`src/rtl/mux_n_pkg.sv`:
```
// Shared constants for mux_n_reg: selection-mode encodings.
package mux_n_pkg;
    localparam int MODE_SEL = 0;
    localparam int MODE_RR  = 1;
endpackage

```
`src/rtl/mux_n_reg_rr_pick.sv`:
```
// Rotating-priority picker: first asserted req searching from ptr+1 and wrapping to ptr.
// Purely combinational; the caller owns the pointer register.
module rr_pick
    import mux_n_pkg::*;
#(
    parameter int N  = 4,
    parameter int SW = $clog2(N)
) (
    input  logic [N-1:0]  req,
    input  logic [SW-1:0] ptr,
    output logic [SW-1:0] gnt_idx,
    output logic          gnt_any
);

    always_comb begin : p_pick
        int w_c;
        w_c     = 0;
        gnt_idx = '0;
        gnt_any = 1'b0;
        // ptr < N and k <= N, so a single conditional subtract replaces a modulo
        for (int k = 1; k <= N; k++) begin
            w_c = int'(ptr) + k;
            if (w_c >= N) begin
                w_c = w_c - N;
            end
            if (!gnt_any && req[w_c]) begin
                gnt_any = 1'b1;
                gnt_idx = SW'(w_c);
            end
        end
    end

endmodule

```
`src/rtl/mux_n_reg.sv`:
```
// N:1 W-bit mux with registered valid/ready output; 1-cycle latency, full throughput under out_ready.
// Optional MUX_N_REG_COUNT_EN adds a 16-bit wrapping output-handshake counter xfer_cnt.
module mux_n_reg
    import mux_n_pkg::*;
#(
    parameter int N    = 4,
    parameter int W    = 8,
    parameter int MODE = MODE_SEL,
    parameter int SW   = $clog2(N)
) (
    input  logic            clk,
    input  logic            rst,
    input  logic [N*W-1:0]  in_data,
    input  logic [N-1:0]    in_valid,
    output logic [N-1:0]    in_ready,
    input  logic [SW-1:0]   sel,
    output logic [W-1:0]    out_data,
    output logic            out_valid,
    input  logic            out_ready,
    output logic [SW-1:0]   out_ch
`ifdef MUX_N_REG_COUNT_EN
    ,
    output logic [15:0]     xfer_cnt
`endif
);

    logic            r_out_valid;
    logic [W-1:0]    r_out_data;
    logic [SW-1:0]   r_out_ch;
    logic            w_can_load;
    logic            w_gnt_any;
    logic            w_port_en;
    logic [SW-1:0]   w_gnt_idx;
    logic            w_xfer;
    logic [W-1:0]    w_word;

    assign w_can_load = !r_out_valid || out_ready;
    assign w_xfer     = w_gnt_any && w_can_load;

    generate
        if (MODE == MODE_RR) begin : g_rr
            logic [SW-1:0] r_ptr;
            logic [SW-1:0] w_idx;
            logic          w_any;

            rr_pick #(.N(N), .SW(SW)) u_pick (
                .req     (in_valid),
                .ptr     (r_ptr),
                .gnt_idx (w_idx),
                .gnt_any (w_any)
            );

            // Reset to N-1 so channel 0 is first in line after reset
            always_ff @(posedge clk) begin
                if (rst) begin
                    r_ptr <= SW'(N - 1);
                end else if (w_xfer) begin
                    r_ptr <= w_idx;
                end
            end

            assign w_gnt_idx = w_idx;
            assign w_gnt_any = w_any;
            assign w_port_en = w_any;
        end else begin : g_sel
            logic w_sel_ok;
            // Ready follows sel alone so it never depends on the same channel's valid
            assign w_sel_ok  = int'(sel) < N;
            assign w_gnt_idx = sel;
            assign w_port_en = w_sel_ok;
            assign w_gnt_any = w_sel_ok && in_valid[sel];
        end
    endgenerate

    always_comb begin
        in_ready = '0;
        if (w_port_en && w_can_load) begin
            in_ready[w_gnt_idx] = 1'b1;
        end
    end

    assign w_word = in_data[int'(w_gnt_idx)*W +: W];

    always_ff @(posedge clk) begin
        if (rst) begin
            r_out_valid <= 1'b0;
            r_out_data  <= '0;
            r_out_ch    <= '0;
        end else if (w_xfer) begin
            r_out_valid <= 1'b1;
            r_out_data  <= w_word;
            r_out_ch    <= w_gnt_idx;
        end else if (out_ready) begin
            r_out_valid <= 1'b0;
        end
    end

    assign out_valid = r_out_valid;
    assign out_data  = r_out_data;
    assign out_ch    = r_out_ch;

`ifdef MUX_N_REG_COUNT_EN
    logic [15:0] r_xfer_cnt;

    always_ff @(posedge clk) begin
        if (rst) begin
            r_xfer_cnt <= '0;
        end else if (r_out_valid && out_ready) begin
            r_xfer_cnt <= r_xfer_cnt + 16'd1;
        end
    end

    assign xfer_cnt = r_xfer_cnt;
`endif

endmodule

```
`config.mk`:
```
export PLATFORM = sky130hd
export DESIGN_NAME = mux_n_reg
export DESIGN_NICKNAME = d
export VERILOG_FILES = /design/src/rtl/mux_n_pkg.sv /design/src/rtl/mux_n_reg_rr_pick.sv /design/src/rtl/mux_n_reg.sv
export SDC_FILE = /design/constraint.sdc
export NUM_CORES = 1
export LEC_CHECK = 0
export ABC_AREA = 1
export CAP_MARGIN = 5
export CELL_PAD_IN_SITES_DETAIL_PLACEMENT = 0
export CELL_PAD_IN_SITES_GLOBAL_PLACEMENT = 2
export CORE_UTILIZATION = 18
export DETAILED_ROUTE_END_ITERATION = 8
export GPL_TIMING_DRIVEN = 0
export PLACE_DENSITY_LB_ADDON = 0.1
export SLEW_MARGIN = 0
export SYNTH_ARGS = -nofsm -noshare
export SYNTH_HDL_FRONTEND = slang
export SYNTH_SLANG_ARGS = --single-unit
export TNS_END_PERCENT = 1
```
`constraint.sdc`:
```
create_clock -name clk -period 2.85 [get_ports clk]
set_input_delay 0.57 -clock clk [delete_from_list [all_inputs] [get_ports clk]]
set_output_delay 0.57 -clock clk [all_outputs]
set_load 0.05 [all_outputs]
```
Yosys cells after proc, flatten, opt, wreduce, memory -nomap -nowiden:

Index checks and enable logic that the tools add are counted.

* input port bits: 41
* logic and storage cells: 18
* register bits after elaboration: 11

* shift-type cells: 1
* order comparisons: 2
* mux-type cells: 7
* reductions and logical operators: 5

Operators by type and width (count)
* variable part select 32 x 6 -> 8 bit: 1
* 2-to-1 mux 1 bit: 4
* 2-to-1 mux 4 bit: 1
* < comparator 2 x 3 -> 1 bit (second input constant): 1
* binary-select mux 1 bit (select 2 bit): 1
* demux 1 bit (select 2 bit): 1
* >= comparator 2 x 1 -> 1 bit (second input constant): 1
* logical AND 1 bit: 2
* nonzero test 2 bit: 1
* zero test 1 bit: 1
* logical OR 1 bit: 1

Longest topological paths before layout:

Gate-level depths: netlist (run 1).

* depth after elaboration: 5
* mapped depth: 9
* mapped depth without buffers: 8

Least setup slack after synthesis (run 1):

No wires, ideal clock.

* path kind: input to output
* start point: in sel[0]
* end point: out in_ready[0]
* arrival time: 1.917 ns
* path slack: 0.363 ns
* required time: 2.280 ns
* cell stages on the path: 3
* cell sequence: buf_6 buf_6 nor3_1

* word-level cells in the longest chain between the ends: 5

Ends and longest elaborated chain
* start: declaration: line mux_n_reg.sv:16 `input logic [SW-1:0] sel,`
* < comparator 2 x 3 -> 1 bit (implied by the code) / >= comparator 2 x 1 -> 1 bit (equally long branches): line mux_n_reg.sv:78 `in_ready[w_gnt_idx] = 1'b1;`
* logical AND 1 bit (implied by the code): line mux_n_reg.sv:78
* 2-to-1 mux 1 bit (implied by the code): line mux_n_reg.sv:78
* demux 1 bit (select 2 bit) (*): line mux_n_reg.sv:78
* 2-to-1 mux 4 bit (*): line mux_n_reg.sv:77 `if (w_port_en && w_can_load) begin`
* end: declaration: line mux_n_reg.sv:15 `output logic [N-1:0] in_ready,`

Every way passes the cells marked *; elsewhere a longest branch is shown, timed or not.

Worst setup path in the final report (run 1):

Ends and elaborated chain as after synthesis.

==> run summary, run 1 <==
Initial Util - 0.193
Ratio of total power to cell area - 402 nW/µm²
Dominant cell type by area after synthesis - dfxtp_1
Final Hold Vio Count - 0
Minimum clock period - 2760 ps
Synth area leaders - dfxtp_1 (25%), nand3_1 (19%), nand2_1 (18%), buf_6 (7.8%), a21oi_1 (5.8%)
Root Driver - clkbuf_8
Sequential share of power - 0.292
Overflow after GRT - 0
H-tree Lvls - 1
DR vias - 1089
Vias in the first global route - 1053
I/O Buffers - 55
Cell area after synthesis - 865 µm²
Area of the core - 4470 µm²
Post-Place Worst Slack - -209 ps
Sequential fraction of the synthesis area - 0.255
Die area - 5080 µm²
Sw Share - 0.358
Post-synth EDFFs - 0
Library cells used by synthesis - 18
Worst-Margin Slew - 504 ps
Critical Path End Type - output pin
Maximum fanout along the worst path - 10
Placed instance area - 1480 µm²
Final period util - 0.967
CP peak stage delay - 540 ps
Clock power share - 0.253
RSZ-0062 raised after global routing - false
Initial DRC count - 54
Drt first pass iters - 6
Final setup violation count - 0
# hold bufs at CTS - 0
Hold WC Path Type - reg2reg
WL final - 2970 µm
Critical Path Source Type - input port
Post-layout util - 0.340
Height of the die - 71.3 µm
Max_slew headroom - 0.663
GRT Overall Usage - 0.120
WP data arrival - 2190 ps
Layout cells sized above 1 - 0.131
Placed insts - 247
Synth top cells by count - nand2_1 (42), nand3_1 (33), dfxtp_1 (11), nor2_1 (11), a21oi_1 (10)
Detailed Place HPWL - 2420 µm
Skew-Pair Late Insertion Delay - 230 ps
Antenna-violating nets left - 0
Internal - 0.000393 W
CP max stage cell - clkdlybuf4s15_1
Status - complete, but fails checks
Largest net degree at the start of global routing - 11
Clk buf depth - 2
Most used cell, CP - buf_6
Max Cap Viol - 0
Total I/O pin count - 56
Fin worst setup slack - 94.4 ps
Vias per cell - 4.34
Crit path kind - in2out
VDD IR max - 0.000226 V
Seq cells post-synth - 11
Clk_skew - 1.37 ps
Final net count - 241
Cts bufs inserted - 3
Most used DFF post-synth - dfxtp_1
Synth Instances - 140
Crit-path cells - clkdlybuf4s50_1 > buf_6 > buf_6 > nor3_1 > clkdlybuf4s15_1
Gp weighted congestion - 0.700
Worst EP required - 2280 ps
Clock sink count - 11
Syn avg cell area - 6.18 µm²
Failing checks - design-rule violations
Psw - 0.000219 W
Wire per inst - 11.8 µm
First-pass GRT wire length - 4850 µm
CTS tree - built
Worst-path clk slew - 50 ps
Fmax - 0.363 GHz
Die Wd - 71.3 µm
Post CTS Setup Buffer Count - 0
Fraction of registers with async set or reset after synthesis - 0
Top cell type's share of synthesized area - 0.255
Drt drc - 4
Most numerous cell in the Yosys netlist - nand2_1
Ant. Diodes - 0
Std cell rows - 24
Finished Cell Area - 1520 µm²
Tot Pwr - 0.000611 W
Leakage power figure - 0.692 nW
Synth-to-layout area growth - 76.0%
Max Slew Vio Count - 0
Comb pwr share - 0.456
Syn nets - 181
Initial antenna violation count - 0
Final Non-Filler Cells - 251
Yosys Warn Count - 0
placed cells by master (no fill, tap or decap), drive strengths merged, types with 3 or more instances in the layout:
master          n
dlygate4sd2     3
clkdlybuf4s50  51
nor2           19
buf            11
inv             6
nand2          43
nor3            4
clkbuf          4
a21oi          10
nand3          34
dfxtp          11
per-stage QoR:
stage                     hold slack, ps  setup TNS [ps]
final                                483               0
after global routing                 516               0
after CTS                            489               0
after detailed placement             476            -660
after global placement               469            -749
after floorplan                      723               0
critical path: cells and delay by family:
family	cells	cell delay [ps]
AND/OR/NAND/NOR	1	260
buffers and inverters	4	1360
cell type report:
class / instances / area (µm²)
Fill cell: 487 / 2950
Timing Repair Buffer: 55 / 547
Multi-Input combinational cell: 112 / 517
Sequential cell: 11 / 220
Buffer: 11 / 105
Tap cell: 52 / 65.1
Clock buffer: 4 / 45.0
Inverter: 6 / 22.5
sequential cells by signal, summed over array words and instances (netlist names):
signal / cells
out_ch: 2
out_data: 8
out_valid: 1
worst paths after layout:
check / endpoint / cells past startpoint / slack [ps] / from
setup / recovery: in_ready[0] / 5 / 90 / sel[0]
hold / removal: out_data[2] / 2 / 480 / out_data[2]
setup reg to reg: out_data[1] / 5 / 1660 / out_valid
hold reg to reg: out_data[2] / 2 / 480 / out_data[2]
timing repair:
item	in CTS	in global routing
pin swaps	0	0
cloned	0	0
resized for setup	4	1
hold endpoints to repair	0	0
setup endpoints to repair	4	1
power groups by stage:
stage                     clock network, W  logic (W)  registers (W)
final                             0.000155   0.000279       0.000178
after detailed placement                 0   0.000283       0.000181
after global routing              0.000168   0.000301       0.000180
after floorplan                          0   0.000110       0.000237
after global placement                   0   0.000283       0.000181
after CTS                         0.000159   0.000282       0.000178
routing by layer:
layer,global-route usage,part of all wire,up-vias
met2,0.216,0.47,35
li1,-,-,570
met3,0.0366,0.071,2
met1,0.147,0.45,482
met5,0,0,-
met4,0.00667,0.0030,0
cells by family after synthesis:
family                 synth area share
AO/OA/AOI/OAI                    0.0637
buffers and inverters             0.148
flip-flops                        0.255
AND/OR/NAND/NOR                   0.534
Note: power is estimated with default switching activity, not from simulation.
==> run 2: changes to the inputs <==
- REMOVE_ABC_BUFFERS: unset -> 1
- SETUP_SLACK_MARGIN: unset -> 0.15
==> run 2 against run 1 <==
Against the previous run: the run still ends with design-rule violations left; routed wire length fell by 2.1%; first-iteration DRC count rose by 5.6%; cell count fell by 4.4%; power fell by 2.9%; global-route usage rose by 0.36 points; clock skew rose by 5.3 ps; setup slack improved by 42 ps; via count fell by 2.5%; flip-flop and latch count did not move; critical path type unchanged; critical endpoint is now in_ready[3].
==> run summary, run 2 (same netlist as run 1, synthesis figures left out) <==
RSZ-0062 raised after global routing - true
Overflow after GRT - 0
Height of the die - 71.3 µm
Placed instance area - 1380 µm²
Die Wd - 71.3 µm
Commonest non-fill, non-tap cell in the layout - clkdlybuf4s50_1
CP peak stage delay - 450 ps
Fmax - 0.369 GHz
WP data arrival - 2140 ps
Die area - 5080 µm²
Max_slew headroom - 0.659
Final Hold Vio Count - 0
Cts bufs inserted - 3
Layout cells sized above 1 - 0.117
Failing checks - design-rule violations
Total I/O pin count - 56
GRT Overall Usage - 0.124
Std cell rows - 24
Finished Cell Area - 1420 µm²
Final setup violation count - 0
Leakage power figure - 0.630 nW
Crit path kind - in2out
Worst EP required - 2280 ps
Synth-to-layout area growth - 63.8%
DR vias - 1062
Skew-Pair Late Insertion Delay - 240 ps
Maximum fanout along the worst path - 21
H-tree Lvls - 1
Largest net degree at the start of global routing - 23
Drt drc - 4
Wire per inst - 12.1 µm
Critical Path End Type - output pin
Max Cap Viol - 0
First-pass GRT wire length - 5050 µm
Drt first pass iters - 6
CTS tree - built
Area of the core - 4470 µm²
Crit-path cells - clkdlybuf4s50_1 > or2_2 > inv_1 > nor3_1 > clkdlybuf4s15_2
Setup TNS - 0 ps
Minimum clock period - 2710 ps
Root Driver - clkbuf_8
Final period util - 0.952
Detailed Place HPWL - 2090 µm
Clock sink count - 11
Clk_skew - 6.72 ps
Most frequent cells in the layout - clkdlybuf4s50_1 (49), nand2_1 (42), nand3_1 (33)
Tot Pwr - 0.000593 W
Vias in the first global route - 1086
CP max stage cell - clkdlybuf4s50_1
Gp weighted congestion - 0.730
Max FFs per register - 8
Final net count - 230
I/O Buffers - 55
Max Slew Vio Count - 0
Initial antenna violation count - 0
Status - complete, but fails checks
Initial Util - 0.193
Vias per cell - 4.43
Clk buf depth - 2
WL final - 2910 µm
Critical Path Source Type - input port
VDD IR max - 0.000184 V
Antenna-violating nets left - 0
Hold WC Path Type - reg2reg
Worst-Margin Slew - 509 ps
Ratio of total power to cell area - 419 nW/µm²
Ant. Diodes - 0
Initial DRC count - 57
Worst-path clk slew - 60 ps
# hold bufs at CTS - 0
-- run 2: changes by cell type in the layout (fill, tap and decap cells not counted) --
cell,before,now
buf_2,3,0
buf_4,1,0
buf_6,6,0
buf_8,1,0
clkbuf_1,1,0
clkbuf_2,0,2
clkdlybuf4s15_1,1,0
clkdlybuf4s15_2,0,4
clkdlybuf4s50_1,51,49
clkinv_2,0,1
dlygate4sd2_1,3,0
-- run 2: power breakdown --
part	switching, W	total, W	leakage [nW]	internal, W
clock network	0.0000605	0.000157	0.0255	0.0000961
registers	0.00000801	0.000178	0.0911	0.000170
logic	0.000150	0.000258	0.514	0.000108
total	0.000219	0.000593	0.630	0.000375
-- run 2: cell type report --
class / count / area (µm²)
fill: 489 / 3060
clock inverter: 1 / 5.00
inverter: 6 / 22.5
multi-input combinational: 112 / 517
sequential: 11 / 220
clock buffer: 3 / 41.3
timing repair buffer: 55 / 546
tap: 52 / 65.1
-- run 2: timing repair --
action / 4_1_cts / 5_1_grt
pin swaps: 0 / 0
setup endpoints to repair: 13 / 4
resized for setup: 18 / 4
setup buffers: 0 / 0
-- run 2: metal layers --
| metal | vias to the layer above | routed length [µm] | GRT usage |
|---|---|---|---|
| met5 | - | 0 | 0 |
| met4 | 0 | 0 | 0.00667 |
| met3 | 0 | 232 | 0.0380 |
| met2 | 39 | 1400 | 0.228 |
| met1 | 475 | 1270 | 0.147 |
| li1 | 548 | - | - |
-- run 2: through the flow --
step	cells	worst slack [ps]	hold slack [ps]	util
floorplan	129	259	727	-
global placement	236	-941	466	0.307
global route	240	31.8	520	0.317
detailed placement	236	-960	473	0.307
finish	240	137	485	0.317
CTS	240	31.0	486	0.319
-- run 2: worst max-delay path, delay by kind of cell --
| kind | cells | cell delay, ps |
|---|---|---|
| AND/OR/NAND/NOR | 2 | 540 |
| buffers and inverters | 3 | 1030 |
-- run 2: final timing paths --
path | start | to | slack, ps | cells past startpoint
worst max-delay path | out_ready | in_ready[3] | 140 | 5
worst min-delay path | out_ch[1] | out_ch[1] | 480 | 2
worst max register to register | out_valid | out_valid | 1610 | 5
worst min register to register | out_ch[1] | out_ch[1] | 480 | 2
